## config.mk

```make
export PLATFORM = sky130hd
export DESIGN_NAME = dcm_reset_sequencer_flat
export DESIGN_NICKNAME = d
export VERILOG_FILES = /design/src/rtl/dcm_reset_sequencer_if.sv /design/src/rtl/dcm_reset_sequencer.sv /design/src/flat_wrapper.sv
export SDC_FILE = /design/constraint.sdc
export NUM_CORES = 1
export LEC_CHECK = 0
export ABC_AREA = 0
export BUFFER_PORTS_ARGS = -buffer_cell sky130_fd_sc_hd__buf_2
export CAP_MARGIN = 20
export CORE_MARGIN = 10
export CORE_UTILIZATION = 50
export CTS_CLUSTER_SIZE = 30
export DETAILED_ROUTE_END_ITERATION = 8
export PLACE_DENSITY_LB_ADDON = 0.12
export SLEW_MARGIN = 5
export SYNTH_ARGS = -nofsm -noshare
export SYNTH_HDL_FRONTEND = slang
export SYNTH_SLANG_ARGS = --single-unit
export TNS_END_PERCENT = 1
```

## constraint.sdc

```tcl
create_clock -name CLKIN_IN -period 2.28 [get_ports CLKIN_IN]
set_clock_uncertainty 0.1 [all_clocks]
set_input_delay 0.228 -clock CLKIN_IN [delete_from_list [all_inputs] [get_ports CLKIN_IN]]
set_output_delay 0.228 -clock CLKIN_IN [all_outputs]
set_load 0.01 [all_outputs]
```

## src/rtl/dcm_reset_sequencer_if.sv

```systemverilog
// Signal bundle between the DCM reset sequencer and the DCM / clock-domain logic.
// The sequencer side uses the master modport.
// All signals are plain levels with no handshake:
//   LOCKED_IN comes from the DCM.
//   The rest are registered control/status outputs of the sequencer.
interface dcm_reset_sequencer_if #(
    parameter int MAX_RETRIES = 3
);
    localparam int RW = $clog2(MAX_RETRIES + 1);

    logic          LOCKED_IN;
    logic          DCM_RST_OUT;
    logic          SYS_RST_OUT;
    logic          READY_OUT;
    logic          FAIL_OUT;
    logic [RW-1:0] RETRY_CNT_OUT;

    modport master (
        input  LOCKED_IN,
        output DCM_RST_OUT,
        output SYS_RST_OUT,
        output READY_OUT,
        output FAIL_OUT,
        output RETRY_CNT_OUT
    );

    modport slave (
        output LOCKED_IN,
        input  DCM_RST_OUT,
        input  SYS_RST_OUT,
        input  READY_OUT,
        input  FAIL_OUT,
        input  RETRY_CNT_OUT
    );
endinterface

```

## src/rtl/dcm_reset_sequencer.sv

```systemverilog
// DCM reset sequencer.
// Sequence: pulse the DCM reset, wait for LOCKED, then qualify lock over a stability window.
// After that the system reset is released.
// A lock timeout re-runs the sequence. Timeouts are bounded by MAX_RETRIES, after which the
// sequencer sits in FAIL until RST_IN.
// Loss of lock in RUN re-runs the sequence without charging a retry.
// Clocked from the DCM input clock.
// Optional feature macro: LOCK_SYNC_EN
//   Routes LOCKED_IN through a 2-flop synchronizer.
//   The synchronizer is held clear while the DCM is in reset, so a stale LOCKED from the previous
//   DCM run cannot qualify the new one.
module dcm_reset_sequencer #(
    parameter int RST_CYCLES   = 4,
    parameter int LOCK_TIMEOUT = 1000,
    parameter int LOCK_STABLE  = 16,
    parameter int MAX_RETRIES  = 3
) (
    input  logic                        CLKIN_IN,
    input  logic                        RST_IN,
    dcm_reset_sequencer_if.master       seq,
    output logic [2:0]                  dbg_state_o
);
    localparam int CNT_MAX0 = (LOCK_TIMEOUT > LOCK_STABLE) ? LOCK_TIMEOUT : LOCK_STABLE;
    localparam int CNT_MAX  = (CNT_MAX0 > RST_CYCLES) ? CNT_MAX0 : RST_CYCLES;
    localparam int CW       = $clog2(CNT_MAX + 1);
    localparam int RW       = $clog2(MAX_RETRIES + 1);

    localparam logic [CW-1:0] CNT_SAT   = CW'(CNT_MAX);
    localparam logic [CW-1:0] PULSE_END = CW'(RST_CYCLES - 1);
    localparam logic [CW-1:0] TO_END    = CW'(LOCK_TIMEOUT - 1);
    localparam logic [CW-1:0] STB_END   = CW'(LOCK_STABLE - 1);
    localparam logic [RW-1:0] RETRY_MAX = RW'(MAX_RETRIES);

    typedef enum logic [2:0] {
        S_PULSE  = 3'd0,
        S_WAIT   = 3'd1,
        S_STABLE = 3'd2,
        S_RUN    = 3'd3,
        S_FAIL   = 3'd4
    } state_t;

    state_t        state_q, state_d;
    logic [CW-1:0] cnt_q, cnt_d;
    logic [RW-1:0] retry_q, retry_d, retry_inc;
    logic          dcm_rst_q, dcm_rst_d;
    logic          sys_rst_q, sys_rst_d;
    logic          ready_q, ready_d;
    logic          fail_q, fail_d;
    logic          lk;

`ifdef LOCK_SYNC_EN
    logic [1:0] sync_q;

    // Two-flop synchronizer for LOCKED_IN; cleared while the DCM reset is driven.
    always_ff @(posedge CLKIN_IN or posedge RST_IN) begin
        if (RST_IN) begin
            sync_q <= 2'b00;
        end else if (dcm_rst_q) begin
            sync_q <= 2'b00;
        end else begin
            sync_q <= {sync_q[0], seq.LOCKED_IN};
        end
    end

    assign lk = sync_q[1];
`else
    assign lk = seq.LOCKED_IN;
`endif

    // State, counter and registered outputs.
    always_ff @(posedge CLKIN_IN or posedge RST_IN) begin
        if (RST_IN) begin
            state_q   <= S_PULSE;
            cnt_q     <= '0;
            retry_q   <= '0;
            dcm_rst_q <= 1'b1;
            sys_rst_q <= 1'b1;
            ready_q   <= 1'b0;
            fail_q    <= 1'b0;
        end else begin
            state_q   <= state_d;
            cnt_q     <= cnt_d;
            retry_q   <= retry_d;
            dcm_rst_q <= dcm_rst_d;
            sys_rst_q <= sys_rst_d;
            ready_q   <= ready_d;
            fail_q    <= fail_d;
        end
    end

    // Next state, saturating counter/retry updates, and outputs decoded from the next state.
    always_comb begin
        state_d   = state_q;
        cnt_d     = (cnt_q == CNT_SAT) ? cnt_q : cnt_q + 1'b1;
        retry_d   = retry_q;
        retry_inc = (retry_q == RETRY_MAX) ? retry_q : retry_q + 1'b1;

        case (state_q)
            S_PULSE: begin
                if (cnt_q == PULSE_END) begin
                    state_d = S_WAIT;
                end
            end
            S_WAIT: begin
                // Lock seen on the timeout cycle takes priority over the timeout.
                if (lk) begin
                    state_d = S_STABLE;
                end else if (cnt_q == TO_END) begin
                    retry_d = retry_inc;
                    state_d = (retry_inc == RETRY_MAX) ? S_FAIL : S_PULSE;
                end
            end
            S_STABLE: begin
                if (!lk) begin
                    state_d = S_WAIT;
                end else if (cnt_q == STB_END) begin
                    state_d = S_RUN;
                    retry_d = '0;
                end
            end
            S_RUN: begin
                if (!lk) begin
                    state_d = S_PULSE;
                end
            end
            S_FAIL: begin
                state_d = S_FAIL;
            end
            default: begin
                state_d = S_PULSE;
            end
        endcase

        // Each state measures its own window from zero.
        if (state_d != state_q) begin
            cnt_d = '0;
        end

        dcm_rst_d = (state_d == S_PULSE) || (state_d == S_FAIL);
        sys_rst_d = (state_d != S_RUN);
        ready_d   = (state_d == S_RUN);
        fail_d    = (state_d == S_FAIL);
    end

    assign seq.DCM_RST_OUT   = dcm_rst_q;
    assign seq.SYS_RST_OUT   = sys_rst_q;
    assign seq.READY_OUT     = ready_q;
    assign seq.FAIL_OUT      = fail_q;
    assign seq.RETRY_CNT_OUT = retry_q;
    assign dbg_state_o       = state_q;
endmodule

```

## src/flat_wrapper.sv

```systemverilog
// flat-port wrapper written by rule: the top's interface ports become plain ports
module dcm_reset_sequencer_flat 
#(
    parameter int RST_CYCLES   = 4,
    parameter int LOCK_TIMEOUT = 1000,
    parameter int LOCK_STABLE  = 16,
    parameter int MAX_RETRIES  = 3
)
  (CLKIN_IN, RST_IN, dbg_state_o, seq_LOCKED_IN, seq_DCM_RST_OUT, seq_SYS_RST_OUT, seq_READY_OUT, seq_FAIL_OUT, seq_RETRY_CNT_OUT);
  dcm_reset_sequencer_if #(.MAX_RETRIES(MAX_RETRIES)) seq_i ();
  input  logic CLKIN_IN;
  input  logic RST_IN;
  output logic [2:0] dbg_state_o;
  input wire logic [$bits(seq_i.LOCKED_IN)-1:0] seq_LOCKED_IN;
  output wire logic [$bits(seq_i.DCM_RST_OUT)-1:0] seq_DCM_RST_OUT;
  output wire logic [$bits(seq_i.SYS_RST_OUT)-1:0] seq_SYS_RST_OUT;
  output wire logic [$bits(seq_i.READY_OUT)-1:0] seq_READY_OUT;
  output wire logic [$bits(seq_i.FAIL_OUT)-1:0] seq_FAIL_OUT;
  output wire logic [$bits(seq_i.RETRY_CNT_OUT)-1:0] seq_RETRY_CNT_OUT;
  assign seq_i.LOCKED_IN = seq_LOCKED_IN;
  assign seq_DCM_RST_OUT = seq_i.DCM_RST_OUT;
  assign seq_SYS_RST_OUT = seq_i.SYS_RST_OUT;
  assign seq_READY_OUT = seq_i.READY_OUT;
  assign seq_FAIL_OUT = seq_i.FAIL_OUT;
  assign seq_RETRY_CNT_OUT = seq_i.RETRY_CNT_OUT;
  dcm_reset_sequencer #(.RST_CYCLES(RST_CYCLES), .LOCK_TIMEOUT(LOCK_TIMEOUT), .LOCK_STABLE(LOCK_STABLE), .MAX_RETRIES(MAX_RETRIES)) u_core (.CLKIN_IN(CLKIN_IN), .RST_IN(RST_IN), .seq(seq_i), .dbg_state_o(dbg_state_o));
endmodule
```

-- Word-level counts from Yosys, hierarchy flattened
Index checks and enable logic that the tools add are counted.
- flip-flop bits (word level): 19
- bits of input ports: 3
- output and inout bits: 9
- word-level logic and storage cells: 49
- add/subtract/negate cells: 2
- eq/ne operators: 19
- multiplexer cells: 16
- reductions and logical operators: 5
- operators with widths (cell ; count):
    two-way mux 3 bit ; 7
    == test 10 bit (second input constant) ; 2
    two-way mux 10 bit ; 2
    one-hot mux 3 bit (5 select lines) ; 1
    adder 10 x 1 -> 10 bit (second input constant) ; 1
    == test 10 x 2 -> 1 bit (second input constant) ; 1
    == test 10 x 4 -> 1 bit (second input constant) ; 1
    two-way mux 2 bit ; 5
    == test 3 x 2 -> 1 bit (second input constant) ; 3
    == test 3 bit (second input constant) ; 2
    logical NOT 3 bit ; 2
    inequality test 2 bit (second input constant) ; 3
    AND reduction 5 bit ; 1
    == test 2 bit (second input constant) ; 2
    inequality test 2 x 1 -> 1 bit (second input constant) ; 2
    one-hot mux 2 bit (2 select lines) ; 1
    == test 3 x 1 -> 1 bit (second input constant) ; 1
    inequality test 3 x 2 -> 1 bit (second input constant) ; 1
    inequality test 3 bit ; 1
    adder 2 x 1 -> 2 bit (second input constant) ; 1
    nonzero test 2 bit ; 1
    logical OR 1 bit ; 1

-- Depth between registers and ports, before layout
Gate-level depths: netlist (run 1).
- word-level depth: 9
- mapped depth: 7
- depth with buffers taken out: 7

-- Least setup slack after synthesis (run 1)
Ideal clock, no wire load.
- kind: flip-flop to flip-flop
- start point: register u_core.cnt_q[0]
- end point: register u_core.cnt_q[0]
- setup time: 0.130 ns
- data arrival time: 1.711 ns
- path slack: 0.339 ns
- cell stages (with the launch flop): 8
- path buffers: 1
- period minus slack after synthesis: 1.941 ns
- cell sequence: dfrtp_1 ha_1 and3_1 buf_2 a31oi_1 o2111ai_4 mux2i_4 nor2_1
- word-level cells in the longest chain between the ends: 6
- RTL lines (item ; line ; source):
    start: declaration ; dcm_reset_sequencer.sv:43 ; logic [CW-1:0] cnt_q, cnt_d;
    start signal: assignment ; dcm_reset_sequencer.sv:82 ; cnt_q <= cnt_d;
    == test 10 x 4 -> 1 bit or == test 10 bit (tied branches) ; dcm_reset_sequencer.sv:116, dcm_reset_sequencer.sv:108 ;
    two-way mux 3 bit (on tied branches) ; dcm_reset_sequencer.sv:116, dcm_reset_sequencer.sv:108 ;
    two-way mux 3 bit (on tied branches) ; dcm_reset_sequencer.sv:114, dcm_reset_sequencer.sv:106 ;
    one-hot mux 3 bit (5 select lines) (*) ; dcm_reset_sequencer.sv:98 ; case (state_q)
    net u_core.state_d[0] ; dcm_reset_sequencer.sv:42 ; state_t state_q, state_d;
    inequality test 3 bit (*) ; dcm_reset_sequencer.sv:135 ; if (state_d != state_q) begin
    inequality test 2 bit (no line) or two-way mux 10 bit (tied branches) ; n/a ;
Mark *: on every way through the listed nets, which the timed path passes. The rest lies on a longest branch. The select of a mux whose other input is x is not followed.
A chain may end at the register's enable or synchronous reset.

-- Worst setup path after layout (run 1)
- start point: register u_core.cnt_q[1]
- end point: register u_core.cnt_q[3]
Same word-level chain as after synthesis.

==> impl_metrics.yaml, run 1 <==
grt:
  grt_pass1_vias: 736
  grt_max_degree: 20
  antenna_found_initial: 0
  grt_pass1_wl_um: 3130
  track_usage: 0.0913
  grt_overflow_total: 0
sta:
  fin_ws_ns: 0.190
  relSlewSlack: 0.548
  worst_pin_slew_ns: 0.678
  setup_viol: 0
  hold_viol: 0
  fmax_mhz: 479
  rsz0062_at_grt: "true"
  min_period_ns: 2.09
  drv_slew: 0
  hold_slack_ns: 0.198
  post-route-period-util: 0.917
final_layout:
  fillers: 163
  drive_gt1_frac: 0.229
  area_delta_synth_final_pct: 15.1
  layout_common_cells: "17 x nor2_1, 17 x dfrtp_1, 11 x buf_2"
  fin_nets: 115
  layout.cells.non_filler: 134
  fin_area_um2: 1120
  diodes: 0
yosys:
  synth_compound_area_frac: 0.0872
  synth-xor-area-share: 0.0718
  synth_mux_area_frac: 0.0564
  synth_fa_ha_area_frac: 0.0256
  async_reset_ff_frac: 1.00
  synth_cell_types: 32
  yosys_register_bits: 19
  synth-simple-area-share: 0.237
  ys.warnings.count: 0
  synth_ff_type: "dfrtp_1"
  seq_area_frac_synth: 0.490
  synth_top_family_by_area: "simple AND/OR/NAND/NOR gates"
  synth-edff-count: 0
  avgSynthCellArea_um2: 10.5
  netlist_instances: 93
  syn_area_um2: 976
  syn_nets: 98
placement:
  dpl_worst_slack_ns: 0.168
  io_buffers: 11
  gp_congestion: 0.816
  placed_cells: 128
  place_area_um2: 1060
  dp_hpwl_um: 1320
clocking:
  insertion_delay_ns: 0.29
  clock-sinks: 19
  htree_levels: 1
  clockBufferDepth: 2
  cts_tree: "built"
  clockRootBuffer: "clkbuf_4"
  cts_buffers: 3
  path_clk_slew_ns: 0.11
  cts_setup_buffers: 0
power_and_ir_drop:
  pwr_density_cell_nw_per_um2: 852
  p_total_mw: 0.957
  vdd_drop_max_mv: 0.463
  p_leak_nw: 0.499
critical_path:
  required_ns: 2.35
  cp.arrival_ns: 2.16
  worstPathMaxFanout: 5
  reg2reg_to: "u_core.cnt_q[3]$_DFFE_PP0P_"
  worstSetupPathType: "reg -> reg"
  reg2reg_setup_slack_ns: 0.19
  ff2ff_path_depth: 6
  endpoint_kind: "flip-flop"
  start_kind: "flip-flop"
  r2r-start: "u_core.cnt_q[1]$_DFFE_PP0P_"
die:
  die-height_um: 64.2
  placementRows: 15
  initial_core_util: 0.547
  core_um2: 1780
  die_area_um2: 4120
  io_pins: 12
  die-width_um: 64.2
run_status:
  status: "complete, no violations"
job:
  maxCapViolations: 0
routing:
  antenna_left: 0
  wl_per_cell_um: 13.5
  drt-vias-per-instance: 5.31
  drtIter0Drc: 31
  drt_first_pass_iters: 4
  drt_wl_total_um: 1810
  route.detailed.drc: 0
  vias: 711
hold_path:
  hp-start: "seq_LOCKED_IN"
  hold_depth: 3
  holdPathEnd: "u_core.dbg_state_o[1]$_DFF_PP0_"
  hp-class: "in -> reg"
==> area by class of cell <==
cell class	count	area, µm²	area share
Clock buffer	3	22.5	0.0200
Timing Repair Buffer	12	65.1	0.0579
Sequential cell	19	478	0.425
Inverter	7	26.3	0.0234
Multi-Input combinational cell	67	495	0.441
Clock inverter	1	5.00	0.00445
Tap cell	25	31.3	0.0278
==> power by group <==
part           internal, mW  switching (mW)
registers             0.393          0.0607
clock network        0.0652          0.0972
logic                 0.154           0.187
total                 0.613           0.345
==> state kept, by name, summed over array words and instances (netlist names) <==
name and cells:
u_core.seq.READY_OUT 1, u_core.cnt_q 10, u_core.seq.FAIL_OUT 1, u_core.seq.RETRY_CNT_OUT 2
u_core.seq.SYS_RST_OUT 1, u_core.dbg_state_o 3, u_core.seq.DCM_RST_OUT 1
==> worst max-delay path, cell delays in order, from the launching register on <==
cell and delay (ns):
dfrtp_1 0.42, ha_1 0.24, and3_1 0.28, a31oi_1 0.15, o2111ai_4 0.34, mux2i_4 0.36, nor2_1 0.08
==> cell usage after synthesis, drive strengths merged, types with 2 or more instances <==
cell type / instances / share of area
a21oi: 2 / 0.010
a22o: 2 / 0.018
and3: 2 / 0.013
dfrtp: 17 / 0.44
dfstp: 2 / 0.054
ha: 2 / 0.026
inv: 7 / 0.027
mux2: 2 / 0.023
mux2i: 2 / 0.033
nand2: 4 / 0.015
nand3: 5 / 0.026
nand4: 2 / 0.013
nand4b: 2 / 0.018
nor2: 17 / 0.065
nor4b: 3 / 0.027
xnor2: 4 / 0.036
xor2: 4 / 0.036
==> kinds of logic after synthesis <==
kind of cell	after synthesis
AOI/OAI and AO/OA	9
and+or+nand+nor	43
DFF	19
adders and majority gates	2
muxes	4
buffers and inverters	8
xor gates and xnor gates	8
==> per-layer routing <==
layer | global-route usage | up-vias | wire [µm]
met3 | 0.0331 | 2 | 140
li1 | - | 354 | -
met2 | 0.157 | 18 | 880
met1 | 0.0986 | 337 | 778
met5 | 0 | - | 0
met4 | 0.0401 | 0 | 12
==> repair_timing <==
item                                    CTS  global route
hold buffers                              1             0
gates resized for setup                   0             2
hold endpoints to repair                 17             0
endpoints found under the setup margin    0             9
==> through the flow <==
step / utilization / setup TNS, ns
after floorplan: - / 0
after global placement: 0.593 / 0
after detailed placement: 0.593 / 0
after CTS: 0.614 / 0
after global routing: 0.630 / -0.00720
final: 0.630 / 0
==> worst max path at each step <==
stage	startpoint	to	slack, ns
3_3_place_gp	u_core.cnt_q[1]$_DFFE_PP0P_	u_core.seq.RETRY_CNT_OUT[0]$_DFFE_PP0P_	0.26
2_1_floorplan	u_core.cnt_q[0]$_DFFE_PP0P_	u_core.cnt_q[0]$_DFFE_PP0P_	0.34
5_1_grt	u_core.cnt_q[1]$_DFFE_PP0P_	u_core.cnt_q[3]$_DFFE_PP0P_	-0.006
3_5_place_dp	u_core.cnt_q[1]$_DFFE_PP0P_	u_core.cnt_q[3]$_DFFE_PP0P_	0.17
4_1_cts	u_core.cnt_q[1]$_DFFE_PP0P_	u_core.cnt_q[3]$_DFFE_PP0P_	0.16
6_report	u_core.cnt_q[1]$_DFFE_PP0P_	u_core.cnt_q[3]$_DFFE_PP0P_	0.19
No activity file was read; power rests on OpenSTA's default activity.
==> run 2, diff against run 1 <==
--- a/config.mk
+++ b/config.mk
@@ -13,6 +13,7 @@
 export CTS_CLUSTER_SIZE = 30
 export DETAILED_ROUTE_END_ITERATION = 8
 export PLACE_DENSITY_LB_ADDON = 0.12
+export REMOVE_ABC_BUFFERS = 1
 export SLEW_MARGIN = 5
 export SYNTH_ARGS = -nofsm -noshare
 export SYNTH_HDL_FRONTEND = slang
==> run 2 against run 1 <==
Effect of this change:
- design area fell by 0.11%
- sequential power barely moved
- worst hold slack improved by 0.0035 ns
- sequential share of layout area barely moved
- die area did not move
- clock-buffer cell count rose by 1
==> impl_metrics.yaml, run 2 (same netlist as run 1, synthesis figures left out) <==
critical_path:
  cp_slowest_stage_delay_ns: 0.42
  reg2reg_to: "u_core.cnt_q[4]$_DFFE_PP0P_"
  required_ns: 2.36
  reg2reg_setup_slack_ns: 0.17
  crit_buf_inv: 0
  endpoint_kind: "flip-flop"
  cp.arrival_ns: 2.19
  start_kind: "flip-flop"
  r2r-start: "u_core.cnt_q[1]$_DFFE_PP0P_"
  worstSetupPathType: "reg -> reg"
  crit_slowest_cell: "dfrtp_1"
  path_cells: "ha_1, and3_1, a31oi_1, o2111ai_4, mux2i_4, nor2_1"
  ff2ff_path_depth: 6
  crit_family: "compound AO/OA/AOI/OAI gates"
  worstPathMaxFanout: 5
sta:
  fmax_mhz: 475
  rsz0062_at_grt: "true"
  hold_slack_ns: 0.202
  post-route-period-util: 0.923
  setup_viol: 0
  drv_slew: 0
  worst_pin_slew_ns: 0.671
  min_period_ns: 2.11
  relSlewSlack: 0.552
  hold_viol: 0
  fin_ws_ns: 0.175
hold_path:
  holdPathEnd: "u_core.dbg_state_o[1]$_DFF_PP0_"
  hp-class: "in -> reg"
  hp-start: "seq_LOCKED_IN"
  hold_depth: 3
final_layout:
  fin_area_um2: 1120
  top_register: "u_core.cnt_q"
  layout.cells.non_filler: 134
  fin_nets: 115
  diodes: 0
  layout_common_cells: "17 x nor2_1, 17 x dfrtp_1, 11 x buf_2"
  largest_register_ffs: 10
  area_delta_synth_final_pct: 15.0
  final_core_util: 0.629
  drive_gt1_frac: 0.220
grt:
  grtUsageMet3: 0.0418
  grt_pass1_wl_um: 3080
  met2_usage: 0.147
  grt_pass1_vias: 744
  busiest_layer: "met2"
  track_usage: 0.0902
  grt_util_met1: 0.0945
  grt_max_degree: 20
  grt_overflow_total: 0
  antenna_found_initial: 0
clocking:
  htree_levels: 1
  cts_buffers: 3
  cts_tree: "built"
  clock-sinks: 19
  cts_setup_buffers: 0
  clockBufferDepth: 2
  insertion_delay_ns: 0.29
  clockRootBuffer: "clkbuf_4"
  path_clk_slew_ns: 0.10
routing:
  route.detailed.drc: 0
  drt_first_pass_iters: 4
  antenna_left: 0
  drt-vias-per-instance: 5.31
  wl_per_cell_um: 13.0
  drt_wl_total_um: 1740
  vias: 712
  drtIter0Drc: 24
die:
  initial_core_util: 0.547
  core_um2: 1780
  placementRows: 15
  die-height_um: 64.2
  die-width_um: 64.2
  die_area_um2: 4120
  io_pins: 12
run_status:
  status: "complete, no violations"
placement:
  io_buffers: 11
  dp_hpwl_um: 1280
  dpl_worst_slack_ns: 0.179
  place_area_um2: 1060
  placed_cells: 128
  gp_congestion: 0.791
power_and_ir_drop:
  vdd_drop_max_mv: 0.448
  intPower_mw: 0.615
  p_switching_mw: 0.340
  netSwitchingFraction: 0.356
  pwr_density_cell_nw_per_um2: 851
  comb_power_share: 0.353
  power_frac_seq: 0.477
  pwr-share-clk: 0.171
  p_leak_nw: 0.496
job:
  maxCapViolations: 0
==> run 2: changes by cell type in the layout (fill, tap and decap cells not counted), sizes merged <==
cell,before,now
clkbuf,3,4
clkinv,1,0
==> run 2: how the worst max path moves through the flow <==
stage | depth (start not counted) | endpoint | slack, ns | start
4_1_cts | 6 | u_core.cnt_q[4]$_DFFE_PP0P_ | 0.15 | u_core.cnt_q[1]$_DFFE_PP0P_
5_1_grt | 6 | u_core.cnt_q[3]$_DFFE_PP0P_ | -0.03 | u_core.cnt_q[1]$_DFFE_PP0P_
6_report | 6 | u_core.cnt_q[4]$_DFFE_PP0P_ | 0.17 | u_core.cnt_q[1]$_DFFE_PP0P_
3_3_place_gp | 6 | u_core.cnt_q[7]$_DFFE_PP0P_ | 0.25 | u_core.cnt_q[1]$_DFFE_PP0P_
3_5_place_dp | 6 | u_core.cnt_q[4]$_DFFE_PP0P_ | 0.18 | u_core.cnt_q[1]$_DFFE_PP0P_
2_1_floorplan | 6 | u_core.cnt_q[0]$_DFFE_PP0P_ | 0.39 | u_core.cnt_q[1]$_DFFE_PP0P_
==> run 2: metrics by stage <==
step / TNS [ns] / total power [mW]
2_1_floorplan: 0 / 0.671
3_3_place_gp: 0 / 0.742
3_5_place_dp: 0 / 0.750
4_1_cts: 0 / 0.917
5_1_grt: -0.0880 / 1.03
6_report: 0 / 0.955
==> run 2: repair_timing <==
action / CTS / global route
resized for setup: 0 / 2
hold endpoints to repair: 17 / 0
hold buffers: 1 / 0
setup endpoints to repair: 0 / 11
==> run 2: area by class of cell <==
type | instances | area [µm²]
fill | 163 | 661
multi-input combinational | 67 | 495
sequential | 19 | 478
timing repair buffer | 12 | 65.1
tap | 25 | 31.3
clock buffer | 4 | 26.3
inverter | 7 | 26.3
==> run 2: worst reg2reg max path: stages, from the launching register on <==
cell,delay (ns)
dfrtp_1,0.42
ha_1,0.24
and3_1,0.29
a31oi_1,0.15
o2111ai_4,0.35
mux2i_4,0.36
nor2_1,0.08
==> run 2: power by group through the flow <==
stage	registers (mW)	logic (mW)	clock network [mW]
after floorplan	0.458	0.213	0
after global placement	0.451	0.291	0
after detailed placement	0.455	0.295	0
after CTS	0.448	0.298	0.171
after global routing	0.467	0.377	0.187
final	0.455	0.337	0.163
==> run 2: metal layers <==
metal / vias up / share of wire
met2: 12 / 0.47
met4: 0 / 0.0069
met3: 2 / 0.076
met1: 340 / 0.45
met5: - / 0
li1: 358 / -
